<file path="src/rtl/prog_loader_pkg.sv">
// Shared definitions for the program loader and the accumulator core control unit:
// memory geometry, the HALT terminator, opcode encodings and loader states.
package prog_loader_pkg;

    localparam int DEPTH = 16;
    localparam int AW    = 4;
    localparam int DW    = 8;

    localparam logic [DW-1:0] HALT_WORD = 8'hFF;

    localparam logic [3:0] OP_SHIFT   = 4'b0000;
    localparam logic [3:0] OP_ADD     = 4'b0001;
    localparam logic [3:0] OP_SUB     = 4'b0010;
    localparam logic [3:0] OP_MUL     = 4'b0011;
    localparam logic [3:0] OP_DIV     = 4'b0100;
    localparam logic [3:0] OP_AND     = 4'b0101;
    localparam logic [3:0] OP_XOR     = 4'b0110;
    localparam logic [3:0] OP_CMP     = 4'b0111;
    localparam logic [3:0] OP_BRANCH  = 4'b1000;
    localparam logic [3:0] OP_MOV_ACC = 4'b1001;
    localparam logic [3:0] OP_MOV_R   = 4'b1010;
    localparam logic [3:0] OP_RETURN  = 4'b1011;

    typedef enum logic [1:0] {
        IDLE = 2'd0,
        LOAD = 2'd1,
        RUN  = 2'd2
    } loader_state_e;

endpackage

</file>
<file path="src/rtl/prog_loader_if.sv">
// Byte-stream load channel and core fetch port of the program loader.
// The master side is the byte source / core; the slave side is the loader.
interface prog_loader_if;
    import prog_loader_pkg::*;

    logic          in_valid;
    logic [DW-1:0] in_data;
    logic          in_ready;
    logic [AW-1:0] fetch_addr;
    logic [DW-1:0] fetch_instr;

    modport master (
        output in_valid,
        output in_data,
        output fetch_addr,
        input  in_ready,
        input  fetch_instr
    );

    modport slave (
        input  in_valid,
        input  in_data,
        input  fetch_addr,
        output in_ready,
        output fetch_instr
    );
endinterface

</file>
<file path="src/rtl/prog_loader_imem_array.sv">
// Instruction storage: one synchronous write port, one asynchronous read port.
// Contents are deliberately not reset; the loader gates reads of stale words.
module imem_array #(
    parameter int DEPTH = 16,
    parameter int AW    = 4,
    parameter int DW    = 8
) (
    input  logic          clk,
    input  logic          we,
    input  logic [AW-1:0] waddr,
    input  logic [DW-1:0] wdata,
    input  logic [AW-1:0] raddr,
    output logic [DW-1:0] rdata
);
    logic [DW-1:0] mem_r [DEPTH];

    // Write port
    always_ff @(posedge clk) begin
        if (we) begin
            mem_r[waddr] <= wdata;
        end
    end

    assign rdata = mem_r[raddr];
endmodule

</file>
<file path="src/rtl/prog_loader.sv">
// Loads a byte stream into instruction memory and releases the core once a
// HALT-terminated (or full) program is present; fetches return HALT otherwise.
module prog_loader
    import prog_loader_pkg::*;
(
    input  logic         main_clk,
    input  logic         rst_n,
    input  logic         start,
    prog_loader_if.slave bus,
    output logic         core_run,
    output logic [AW:0]  load_count,
    output logic         no_halt_err
);
    localparam logic [AW:0] LAST_IDX = (AW+1)'(DEPTH - 1);

    loader_state_e state_r, state_s;
    logic [AW:0]   count_r, count_s;
    logic          err_r, err_s;
    logic          ready_r, run_r;
    logic          we_s;
    logic [DW-1:0] rdata_s;
    logic [DW-1:0] fetch_s;

    // State, counter and flag registers; in_ready/core_run are registered decodes of the next state
    always_ff @(posedge main_clk or negedge rst_n) begin
        if (!rst_n) begin
            state_r <= IDLE;
            count_r <= '0;
            err_r   <= 1'b0;
            ready_r <= 1'b0;
            run_r   <= 1'b0;
        end else begin
            state_r <= state_s;
            count_r <= count_s;
            err_r   <= err_s;
            ready_r <= (state_s == LOAD);
            run_r   <= (state_s == RUN);
        end
    end

    // Next-state logic; a byte is only taken while in LOAD, so in_data is never looked at otherwise
    always_comb begin
        state_s = state_r;
        count_s = count_r;
        err_s   = err_r;
        we_s    = 1'b0;
        case (state_r)
            IDLE, RUN: begin
                if (start) begin
                    state_s = LOAD;
                    count_s = '0;
                    err_s   = 1'b0;
                end else begin
                    state_s = state_r;
                end
            end
            LOAD: begin
                if (bus.in_valid) begin
                    we_s    = 1'b1;
                    count_s = count_r + (AW+1)'(1);
                    if (bus.in_data == HALT_WORD) begin
                        state_s = RUN;
                    end else if (count_r == LAST_IDX) begin
                        state_s = RUN;
                        err_s   = 1'b1;
                    end else begin
                        state_s = LOAD;
                    end
                end else begin
                    state_s = LOAD;
                end
            end
            default: begin
                state_s = IDLE;
                count_s = '0;
                err_s   = 1'b0;
            end
        endcase
    end

    imem_array #(
        .DEPTH (DEPTH),
        .AW    (AW),
        .DW    (DW)
    ) u_imem (
        .clk   (main_clk),
        .we    (we_s),
        .waddr (count_r[AW-1:0]),
        .wdata (bus.in_data),
        .raddr (bus.fetch_addr),
        .rdata (rdata_s)
    );

    // Only words written by the current program are visible to the core
    always_comb begin
        if ((state_r == RUN) && ({1'b0, bus.fetch_addr} < count_r)) begin
            fetch_s = rdata_s;
        end else begin
            fetch_s = HALT_WORD;
        end
    end

    assign bus.fetch_instr = fetch_s;
    assign bus.in_ready    = ready_r;
    assign core_run        = run_r;
    assign load_count      = count_r;
    assign no_halt_err     = err_r;
endmodule

</file>
<file path="src/flat_wrapper.sv">
// flat-port wrapper written by rule: the top's interface ports become plain ports
module prog_loader_flat import prog_loader_pkg::*;
  (main_clk, rst_n, start, core_run, load_count, no_halt_err, bus_in_valid, bus_in_data, bus_fetch_addr, bus_in_ready, bus_fetch_instr);
  prog_loader_if bus_i ();
  input  logic main_clk;
  input  logic rst_n;
  input  logic start;
  output logic core_run;
  output logic [AW:0] load_count;
  output logic no_halt_err;
  input wire logic [$bits(bus_i.in_valid)-1:0] bus_in_valid;
  input wire logic [$bits(bus_i.in_data)-1:0] bus_in_data;
  input wire logic [$bits(bus_i.fetch_addr)-1:0] bus_fetch_addr;
  output wire logic [$bits(bus_i.in_ready)-1:0] bus_in_ready;
  output wire logic [$bits(bus_i.fetch_instr)-1:0] bus_fetch_instr;
  assign bus_i.in_valid = bus_in_valid;
  assign bus_i.in_data = bus_in_data;
  assign bus_i.fetch_addr = bus_fetch_addr;
  assign bus_in_ready = bus_i.in_ready;
  assign bus_fetch_instr = bus_i.fetch_instr;
  prog_loader u_core (.main_clk(main_clk), .rst_n(rst_n), .start(start), .bus(bus_i), .core_run(core_run), .load_count(load_count), .no_halt_err(no_halt_err));
endmodule
</file>
<file path="config.mk">
export PLATFORM = sky130hd
export DESIGN_NAME = prog_loader_flat
export DESIGN_NICKNAME = d
export VERILOG_FILES = /design/src/rtl/prog_loader_pkg.sv /design/src/rtl/prog_loader_if.sv /design/src/rtl/prog_loader_imem_array.sv /design/src/rtl/prog_loader.sv /design/src/flat_wrapper.sv
export SDC_FILE = /design/constraint.sdc
export NUM_CORES = 1
export LEC_CHECK = 0
export BUFFER_PORTS_ARGS = -buffer_cell sky130_fd_sc_hd__buf_2
export CELL_PAD_IN_SITES_DETAIL_PLACEMENT = 1
export CELL_PAD_IN_SITES_GLOBAL_PLACEMENT = 1
export CORE_ASPECT_RATIO = 1.2
export CORE_MARGIN = 2
export CORE_UTILIZATION = 57
export DETAILED_ROUTE_END_ITERATION = 10
export MAX_ROUTING_LAYER = met4
export PLACE_DENSITY = 0.93
export REMOVE_ABC_BUFFERS = 1
export SYNTH_ARGS = -nofsm -noshare
export SYNTH_HDL_FRONTEND = slang
export SYNTH_HIERARCHICAL = 1
export SYNTH_SLANG_ARGS = --single-unit
</file>
<file path="constraint.sdc">
create_clock -name main_clk -period 4.8 [get_ports main_clk]
set_clock_uncertainty 0.15 [all_clocks]
set_input_delay 0.96 -clock main_clk [delete_from_list [all_inputs] [get_ports main_clk]]
set_output_delay 0.96 -clock main_clk [all_outputs]
set_load 0.1 [all_outputs]
</file>
Word-level counts from Yosys, hierarchy flattened
Memory sizes are Yosys's and may differ from the RTL's.
Index checks and enable logic that the tools add are counted.
{"block": "word_totals", "in_bits": 16, "regBits": 10, "memories": 1, "mem_bits_rw": 128, "wordCells": 41, "output_inout_bits": 16}
{"memory": "u_core.u_imem.mem_r", "depth": 16, "word_bits": 8, "read_ports": 1, "rd_clocked_by_memory_dff": 0, "wr": 1, "line": "prog_loader_imem_array.sv:15", "text": "logic [DW-1:0] mem_r [DEPTH];"}
{"block": "classes", "muxes": 18, "n_reduce_logical": 5, "magnitude_cmp": 1, "n_addsub": 1, "n_eq_ne": 10}
{"op": "$mux 5", "n": 2}
{"op": "$pmux 5 s2", "n": 1}
{"op": "$eq 8x8->1 const B", "n": 1}
{"op": "$mux 1", "n": 8}
{"op": "$mux 2", "n": 4}
{"op": "$mux 8", "n": 1}
{"op": "$ne 2x2->1 const B", "n": 3}
{"op": "$add 5x1->5 const B", "n": 1}
{"op": "$eq 5x4->1 const B", "n": 1}
{"op": "$lt 4x5->1", "n": 1}
{"op": "$eq 2x1->1 const B", "n": 2}
{"op": "$eq 2x2->1 const B", "n": 2}
{"op": "$pmux 2 s2", "n": 1}
{"op": "$reduce_and 4->1", "n": 1}
{"op": "$logic_not 2->1", "n": 1}
{"op": "$ne 2x1->1 const B", "n": 1}
{"op": "$pmux 1 s2", "n": 1}
{"op": "$reduce_and 2->1", "n": 1}
{"op": "$reduce_or 2->1", "n": 1}
{"op": "$logic_and 1x1->1", "n": 1}

Longest topological paths before layout
Gate-level depths: netlist of the first run.
{"block": "depth", "depth_word": 6, "depth_mapped": 6, "ltp_nobuf": 6}

By module
Netlist of the first run, hierarchy kept.
{"module": "imem_array", "area_each_um2": 4987.3, "seq_area_each_um2": 3843.7, "instances": 1, "cells_each": 221}
{"module": "prog_loader", "area_each_um2": 628.1, "seq_area_each_um2": 250.2, "instances": 1, "cells_each": 68}

Worst setup path before layout of the first run
Ideal clock, no wire load.
{"block": "synth_timing", "kind": "reg-to-output", "start": "reg u_core.count_r[1], in the netlist u_core/load_count[1]", "end": "out bus_fetch_instr[0]", "setup_slack_ns": 1.063, "stages_incl_launch_ff": 6, "required_time_ns": 3.690, "n_path_buf": 0, "t_arrival_ns": 2.627, "cell_sequence": "dfrtp_1 > inv_1 > ha_1 > a21oi_1 > o31ai_2 > or2_1"}
{"block": "synth_between", "elab_chain_len": 3}
{"item": "from (decl)", "line": "prog_loader.sv:17", "text": "logic [AW:0] count_r, count_s;"}
{"item": "from (signal assigned)", "line": "prog_loader.sv:34", "text": "count_r <= count_s;"}
{"item": "$lt 4x5->1", "line": "prog_loader.sv:96", "text": "if ((state_r == RUN) && ({1'b0, bus.fetch_addr} < count_r)) begin"}
{"item": "$logic_and 1x1->1", "line": "prog_loader.sv:96"}
{"item": "$mux 8", "line": "prog_loader.sv:96"}
{"item": "to (decl)", "line": "flat_wrapper.sv:15", "text": "output wire logic [$bits(bus_i.fetch_instr)-1:0] bus_fetch_instr;"}
No other way between the ends.

Worst setup path in the final report of the first run
{"block": "layout_timing", "start": "in bus_fetch_addr[0]", "end": "out bus_fetch_instr[2]"}
{"block": "layout_between", "elab_cells_between_ends": 4, "cone_classes": "order compare: 1; mux: 1; reduce/logical: 1; memory: 1"}
{"item": "from (decl)", "line": "flat_wrapper.sv:13", "text": "input wire logic [$bits(bus_i.fetch_addr)-1:0] bus_fetch_addr;"}
{"item": "$mem_v2 16x8"}
{"item": "net u_core.rdata_s[2]", "line": "prog_loader.sv:21", "text": "logic [DW-1:0] rdata_s;"}
{"item": "$mux 8", "line": "prog_loader.sv:96"}
The timed path passes the listed nets, and every way through them passes these cells.

==> results.py, run 1 <==
metrics = {
    "status": {
        "status": "finished clean",
    },
    "logic_synthesis": {
        "ys_types": 33,
        "synth_top_family_by_area": "multiplexers",
        "synth_compound_area_share_pct": 3.68,
        "synth_seq_cells": 138,
        "synth.area.mux_share_pct": 13.8,
        "syn_avg_cell_area_um2": 19.4,
        "postSynth.asyncResetShare_pct": 7.25,
        "synthAdderAreaFrac_pct": 1.11,
        "synth_seq_area_share_pct": 72.9,
        "synth_simple_gate_area_share_pct": 6.28,
        "synth_edf_count": 128,
        "synth_xor_area_share_pct": 0.312,
        "yosysWarnings": 6,
        "synthFlopType": "edfxtp_1",
        "syn_area_mm2": 0.00562,
        "syn_inst": 289,
    },
    "sta": {
        "timing.fmax_mhz": 238,
        "finalCritPeriodShare_pct": 87.6,
        "fin_crit_ps": 4210,
        "rsz0062_at_grt": "false",
        "finalSetupViolCount": 0,
        "tightest_slew_ps": 1100,
        "slew_viol_final": 0,
        "finalSetupTns_ps": 0,
        "relSlewSlack_pct": 26.5,
        "hold_viol": 0,
    },
    "cells_and_area": {
        "final_cells": 470,
        "syn2layout_area_growth_pct": 15.8,
        "fin_util_pct": 68.0,
        "antenna_cells": 0,
        "mostFrequentLayoutCell": "edfxtp_1",
        "nFillCells": 786,
        "final_cell_mix": "128 x edfxtp_1, 31 x buf_2, 20 x nor2_1",
        "seqCellArea_mm2": 0.00409,
        "nNetsFinal": 356,
        "drive_gt1_share_pct": 25.6,
        "multi_input_area_mm2": 0.00141,
    },
    "detailed_routing": {
        "drt_first_iter_violations": 258,
        "num_vias": 3149,
        "detail-route-antenna-nets": 0,
        "totalWireLength_um": 14900,
        "vias_per_cell": 6.70,
        "drtPass1Iterations": 5,
        "wl_per_cell_um": 31.7,
        "drcViolationCount": 0,
    },
    "floorplan": {
        "num_rows": 39,
        "die_x_um": 94.6,
        "io_pins": 32,
        "core_area_mm2": 0.00956,
        "die_area_mm2": 0.0107,
        "dieHeight_um": 113,
        "initial_utilization_pct": 58.7,
    },
    "clock_tree": {
        "clk_path_buf_depth": 2,
        "insertion_delay_ps": 410,
        "cts.sinks": 138,
        "ctsHoldBuffers": 0,
        "cts_resized": 0,
        "numCtsBuffers": 17,
        "h-tree-depth": 4,
        "clk_pin_slew_ps": 60,
        "postCtsSetupBuffers": 0,
        "cts_root_buf": "clkbuf_16",
        "cts_tree": "yes",
    },
    "setup_path": {
        "crit_buf_inv": 3,
        "crit_arrival_ps": 3100,
        "worstPathRequired_ps": 3690,
        "crit_slowest_cell": "mux4_1",
        "endpoint_kind": "output port",
        "path_class": "input pin to output port",
        "crit_family": "buffers and inverters",
        "path_cells": "buf_2 -> buf_12 -> mux4_1 -> a22oi_1 -> nand2_1 -> or2_1 -> buf_2",
        "crit_fanout": 20,
        "cpPeakStageDelay_ps": 580,
        "critical_path.startpoint": "bus_fetch_addr[0]",
        "critPathMostFrequentCell": "buf_2",
        "crit_path_start_kind": "input pin",
        "timing.rr.start": "u_core/state_r[1]",
    },
    "run": {
        "drv_cap": 0,
    },
    "global_route": {
        "track_usage_pct": 31.6,
        "grt-ovfl-total": 0,
        "antenna_found_initial": 0,
        "grt_max_degree": 21,
        "first_global_vias": 3394,
        "grt_pass1_wl_um": 22500,
    },
    "placed_design": {
        "numPortBuffers": 31,
        "place_inst": 439,
        "dpl.hpwl_um": 8550,
        "gp_congestion": 0.805,
    },
    "min_path": {
        "hold_path.class": "input pin to async pin",
    },
    "power": {
        "power_density_mw_per_mm2": 541,
        "leakage_nw": 2.23,
        "ir_worst_vdd_mv": 0.529,
    },
}
## sequential cells by signal, summed over array words and instances (netlist names)
| register | cells |
|---|---|
| u_core/core_run | 1 |
| u_core/bus.in_ready | 1 |
| u_core/u_imem/mem_r | 128 |
| u_core/load_count | 5 |
| u_core/no_halt_err | 1 |
| u_core/state_r | 2 |
## report_power, final
group / internal, mW / switching [mW]
Combinational: 0.153 / 0.462
Sequential: 1.46 / 0.0933
Clock: 0.859 / 0.491
Total: 2.47 / 1.05
## kinds of logic (layout without fill, tap and decap cells)
kind of cell | Yosys count | after routing
AO/OA/AOI/OAI | 29 | 29
multiplexers | 32 | 32
AND/OR/NAND/NOR | 67 | 67
flip-flops | 138 | 138
buffers and inverters | 16 | 74
XOR/XNOR | 2 | 2
adder cells (fa/ha/maj) | 5 | 5
## through the flow
stage / setup slack, ps / power, mW / hold slack, ps / cell area [um2]
floorplan: 1060 / 1.95 / 438 / 5530
global placement: 687 / 2.10 / 353 / 5900
detailed placement: 587 / 2.15 / 364 / 5900
CTS: 560 / 3.53 / 243 / 6500
global route: 475 / 3.62 / 253 / 6500
finish: 593 / 3.52 / 254 / 6500
## cells in the mapped netlist (4+ instances only)
| cell type | count | share of area (%) |
|---|---|---|
| inv_1 | 6 | 0.40 |
| o21ai_0 | 4 | 0.36 |
| dfrtp_1 | 10 | 4.5 |
| nor3_1 | 4 | 0.36 |
| mux4_1 | 14 | 6.6 |
| nand2_1 | 13 | 0.87 |
| nor2_1 | 20 | 1.3 |
| or2_1 | 8 | 0.89 |
| nand2b_1 | 7 | 0.78 |
| ha_1 | 5 | 1.1 |
| a22oi_1 | 16 | 2.1 |
| edfxtp_1 | 128 | 68 |
| mux4_2 | 18 | 7.2 |
| a21oi_1 | 4 | 0.36 |
## final timing paths
kind                                                   to  slack (ps)  depth (start not counted)
max in group asynchronous               u_core/state_r[0]        4040                          1
worst max register to register  u_core/u_imem/mem_r[4][5]        1780                          5
worst min register to register         u_core/no_halt_err         380                          2
min in group main_clk                  u_core/no_halt_err         380                          2
worst max-delay path                   bus_fetch_instr[2]         590                          7
worst min-delay path                 u_core/load_count[3]         250                          1
## area by class of cell
class	count	area share [%]
tap	123	2.37
multi-input combinational	135	21.7
sequential	138	63.0
clock inverter	14	2.77
inverter	6	0.346
clock buffer	17	6.54
timing repair buffer	37	3.27
## routing by layer
| layer | GRT usage (%) | routed length [um] | share of wire (%) |
|---|---|---|---|
| met3 | 7.12 | 1020 | 6.8 |
| met4 | 10.0 | 390 | 2.6 |
| met5 | - | 0 | 0 |
| met1 | 40.8 | 5680 | 38 |
| met2 | 50.5 | 7820 | 52 |
Power figures use the tool's default switching activity.
==> inputs of run 2 (changes only) <==
--- a/config.mk
+++ b/config.mk
@@ -10,10 +10,10 @@
 export CELL_PAD_IN_SITES_GLOBAL_PLACEMENT = 1
 export CORE_ASPECT_RATIO = 1.2
 export CORE_MARGIN = 2
-export CORE_UTILIZATION = 57
+export CORE_UTILIZATION = 53
 export DETAILED_ROUTE_END_ITERATION = 10
 export MAX_ROUTING_LAYER = met4
-export PLACE_DENSITY = 0.93
+export PLACE_DENSITY_LB_ADDON = 0.2
 export REMOVE_ABC_BUFFERS = 1
 export SYNTH_ARGS = -nofsm -noshare
 export SYNTH_HDL_FRONTEND = slang
==> constraint.sdc (replaced) <==
create_clock -name main_clk -period 4.4 [get_ports main_clk]
set_clock_uncertainty 0.15 [all_clocks]
set_input_delay 0.88 -clock main_clk [delete_from_list [all_inputs] [get_ports main_clk]]
set_output_delay 0.88 -clock main_clk [all_outputs]
set_load 0.1 [all_outputs]
==> run 2 against run 1 <==
Compared with the run above:
- register-to-register slack worse by 210 ps
- hold slack got worse by 88 ps
- core utilization fell by 4.9 points
- routed wire length fell by 18%
- first-iteration DRC count decreased by 12%
- critical path depth did not move
- setup slack got worse by 43 ps
- sequential cell count did not move
- critical path type unchanged
- critical endpoint is now bus_fetch_instr[3]
- largest power group unchanged
==> results.py, run 2 (same netlist as run 1, synthesis figures left out) <==
metrics = {
    "global_route": {
        "grt-ovfl-total": 0,
        "grt_pass1_wl_um": 18500,
        "grt_max_degree": 34,
        "track_usage_pct": 23.9,
        "first_global_vias": 3090,
        "antenna_found_initial": 0,
    },
    "cells_and_area": {
        "nNetsFinal": 359,
        "final_cell_mix": "128 x edfxtp_1, 29 x buf_2, 20 x nor2_1",
        "regMostFlops": "u_core/u_imem/mem_r",
        "largest_reg_flops": 128,
        "multi_input_area_mm2": 0.00141,
        "mostFrequentLayoutCell": "edfxtp_1",
        "seqCellArea_mm2": 0.00409,
        "drive_gt1_share_pct": 25.4,
        "antenna_cells": 0,
        "final_cells": 480,
        "syn2layout_area_growth_pct": 16.9,
        "nFillCells": 897,
    },
    "clock_tree": {
        "numCtsBuffers": 17,
        "cts_tree": "yes",
        "h-tree-depth": 4,
        "cts_root_buf": "clkbuf_16",
        "insertion_delay_ps": 410,
        "clk_pin_slew_ps": 50,
        "postCtsSetupBuffers": 0,
        "ctsHoldBuffers": 0,
        "clk_path_buf_depth": 2,
        "cts.sinks": 138,
        "cts_resized": 0,
    },
    "floorplan": {
        "die_x_um": 98.0,
        "die_area_mm2": 0.0114,
        "num_rows": 41,
        "io_pins": 32,
        "core_area_mm2": 0.0104,
        "initial_utilization_pct": 53.9,
        "dieHeight_um": 117,
    },
    "setup_path": {
        "crit_family": "buffers and inverters",
        "path_cells": "buf_2 -> buf_4 -> mux4_1 -> a22oi_1 -> nand2_1 -> or2_1 -> buf_2",
        "path_class": "input pin to output port",
        "crit_arrival_ps": 2820,
        "critPathMostFrequentCell": "buf_2",
        "crit_path_start_kind": "input pin",
        "crit_buf_inv": 3,
        "endpoint_kind": "output port",
        "crit_fanout": 17,
        "crit_slowest_cell": "mux4_1",
        "r2r_end": "u_core/u_imem/mem_r[2][4]",
        "r2r_slack_ps": 1570,
        "timing.rr.start": "u_core/state_r[1]",
        "rr_worst_depth": 4,
        "worstPathRequired_ps": 3370,
        "cpPeakStageDelay_ps": 360,
    },
    "status": {
        "status": "finished clean",
    },
    "placed_design": {
        "place_inst": 448,
        "dpl_worst_slack_ps": 535,
        "gp_congestion": 0.765,
        "dpl.hpwl_um": 7870,
        "numPortBuffers": 31,
    },
    "sta": {
        "worst_hold_slack_ps": 167,
        "relSlewSlack_pct": 36.1,
        "finalSetupTns_ps": 0,
        "hold_viol": 0,
        "tightest_slew_ps": 955,
        "fin_crit_ps": 3850,
        "finalCritPeriodShare_pct": 87.5,
        "timing.fmax_mhz": 260,
        "finalSetupViolCount": 0,
        "rsz0062_at_grt": "false",
        "worst_slack_ps": 550,
        "slew_viol_final": 0,
    },
    "power": {
        "ir_worst_vdd_mv": 0.360,
        "power_density_mw_per_mm2": 575,
        "leakage_nw": 2.26,
    },
    "detailed_routing": {
        "detail-route-antenna-nets": 0,
        "num_vias": 2876,
        "drcViolationCount": 0,
        "wl_per_cell_um": 25.5,
        "vias_per_cell": 5.99,
        "drt_first_iter_violations": 228,
        "drtPass1Iterations": 4,
        "totalWireLength_um": 12300,
    },
    "run": {
        "drv_cap": 0,
    },
    "min_path": {
        "hold_path.class": "input pin to async pin",
    },
}
-- run 2: changes by cell type in the layout (fill, tap and decap cells not counted), moves of 2 or more --
cell,before,now
buf_4,5,8
clkinv_1,2,5
clkinv_2,3,0
buf_12,1,3
buf_2,31,29
clkinv_4,0,2
clkinvlp_4,5,3
-- run 2: area by class of cell --
class	instances	share of cell area, %
clock buffer	18	6.54
clock inverter	14	2.73
inverter	6	0.343
multi-input combinational	135	21.5
sequential	138	62.4
tap	129	2.46
timing repair buffer	40	4.04
-- run 2: power breakdown --
part	total (mW)	switching [mW]	internal [mW]
logic	0.640	0.474	0.166
registers	1.68	0.0872	1.59
clock network	1.46	0.518	0.938
-- run 2: worst max path at each step --
stage	from	to	depth (start not counted)
after floorplan	u_core/load_count[1]	bus_fetch_instr[0]	5
after global placement	bus_fetch_addr[1]	bus_fetch_instr[1]	7
after detailed placement	bus_fetch_addr[0]	bus_fetch_instr[4]	7
after CTS	bus_fetch_addr[1]	bus_fetch_instr[0]	7
after global routing	bus_fetch_addr[1]	bus_fetch_instr[3]	7
final	bus_fetch_addr[1]	bus_fetch_instr[3]	7
-- run 2: routing by layer --
metal  vias up  track usage [%]  share of wire (%)
met2        69             38.2                 52
li1       1288                -                  -
met3        28             4.73                3.5
met5         -                -                  0
met1      1491             29.4                 42
met4         0             12.4                2.8
-- run 2: per-stage QoR --
step	total power [mW]	util [%]	instance area (um2)
finish	3.77	63.0	6560
global route	3.90	63.0	6560
CTS	3.80	63.0	6560
detailed placement	2.34	57.2	5960
global placement	2.31	57.2	5960
floorplan	2.13	-	5530
-- run 2: worst reg2reg max path, stage by stage, from the launching register on --
cell and delay, ps:
dfrtp_1 410, nand2b_1 210, nor2_1 400, or3b_2 540, nor2_1 740
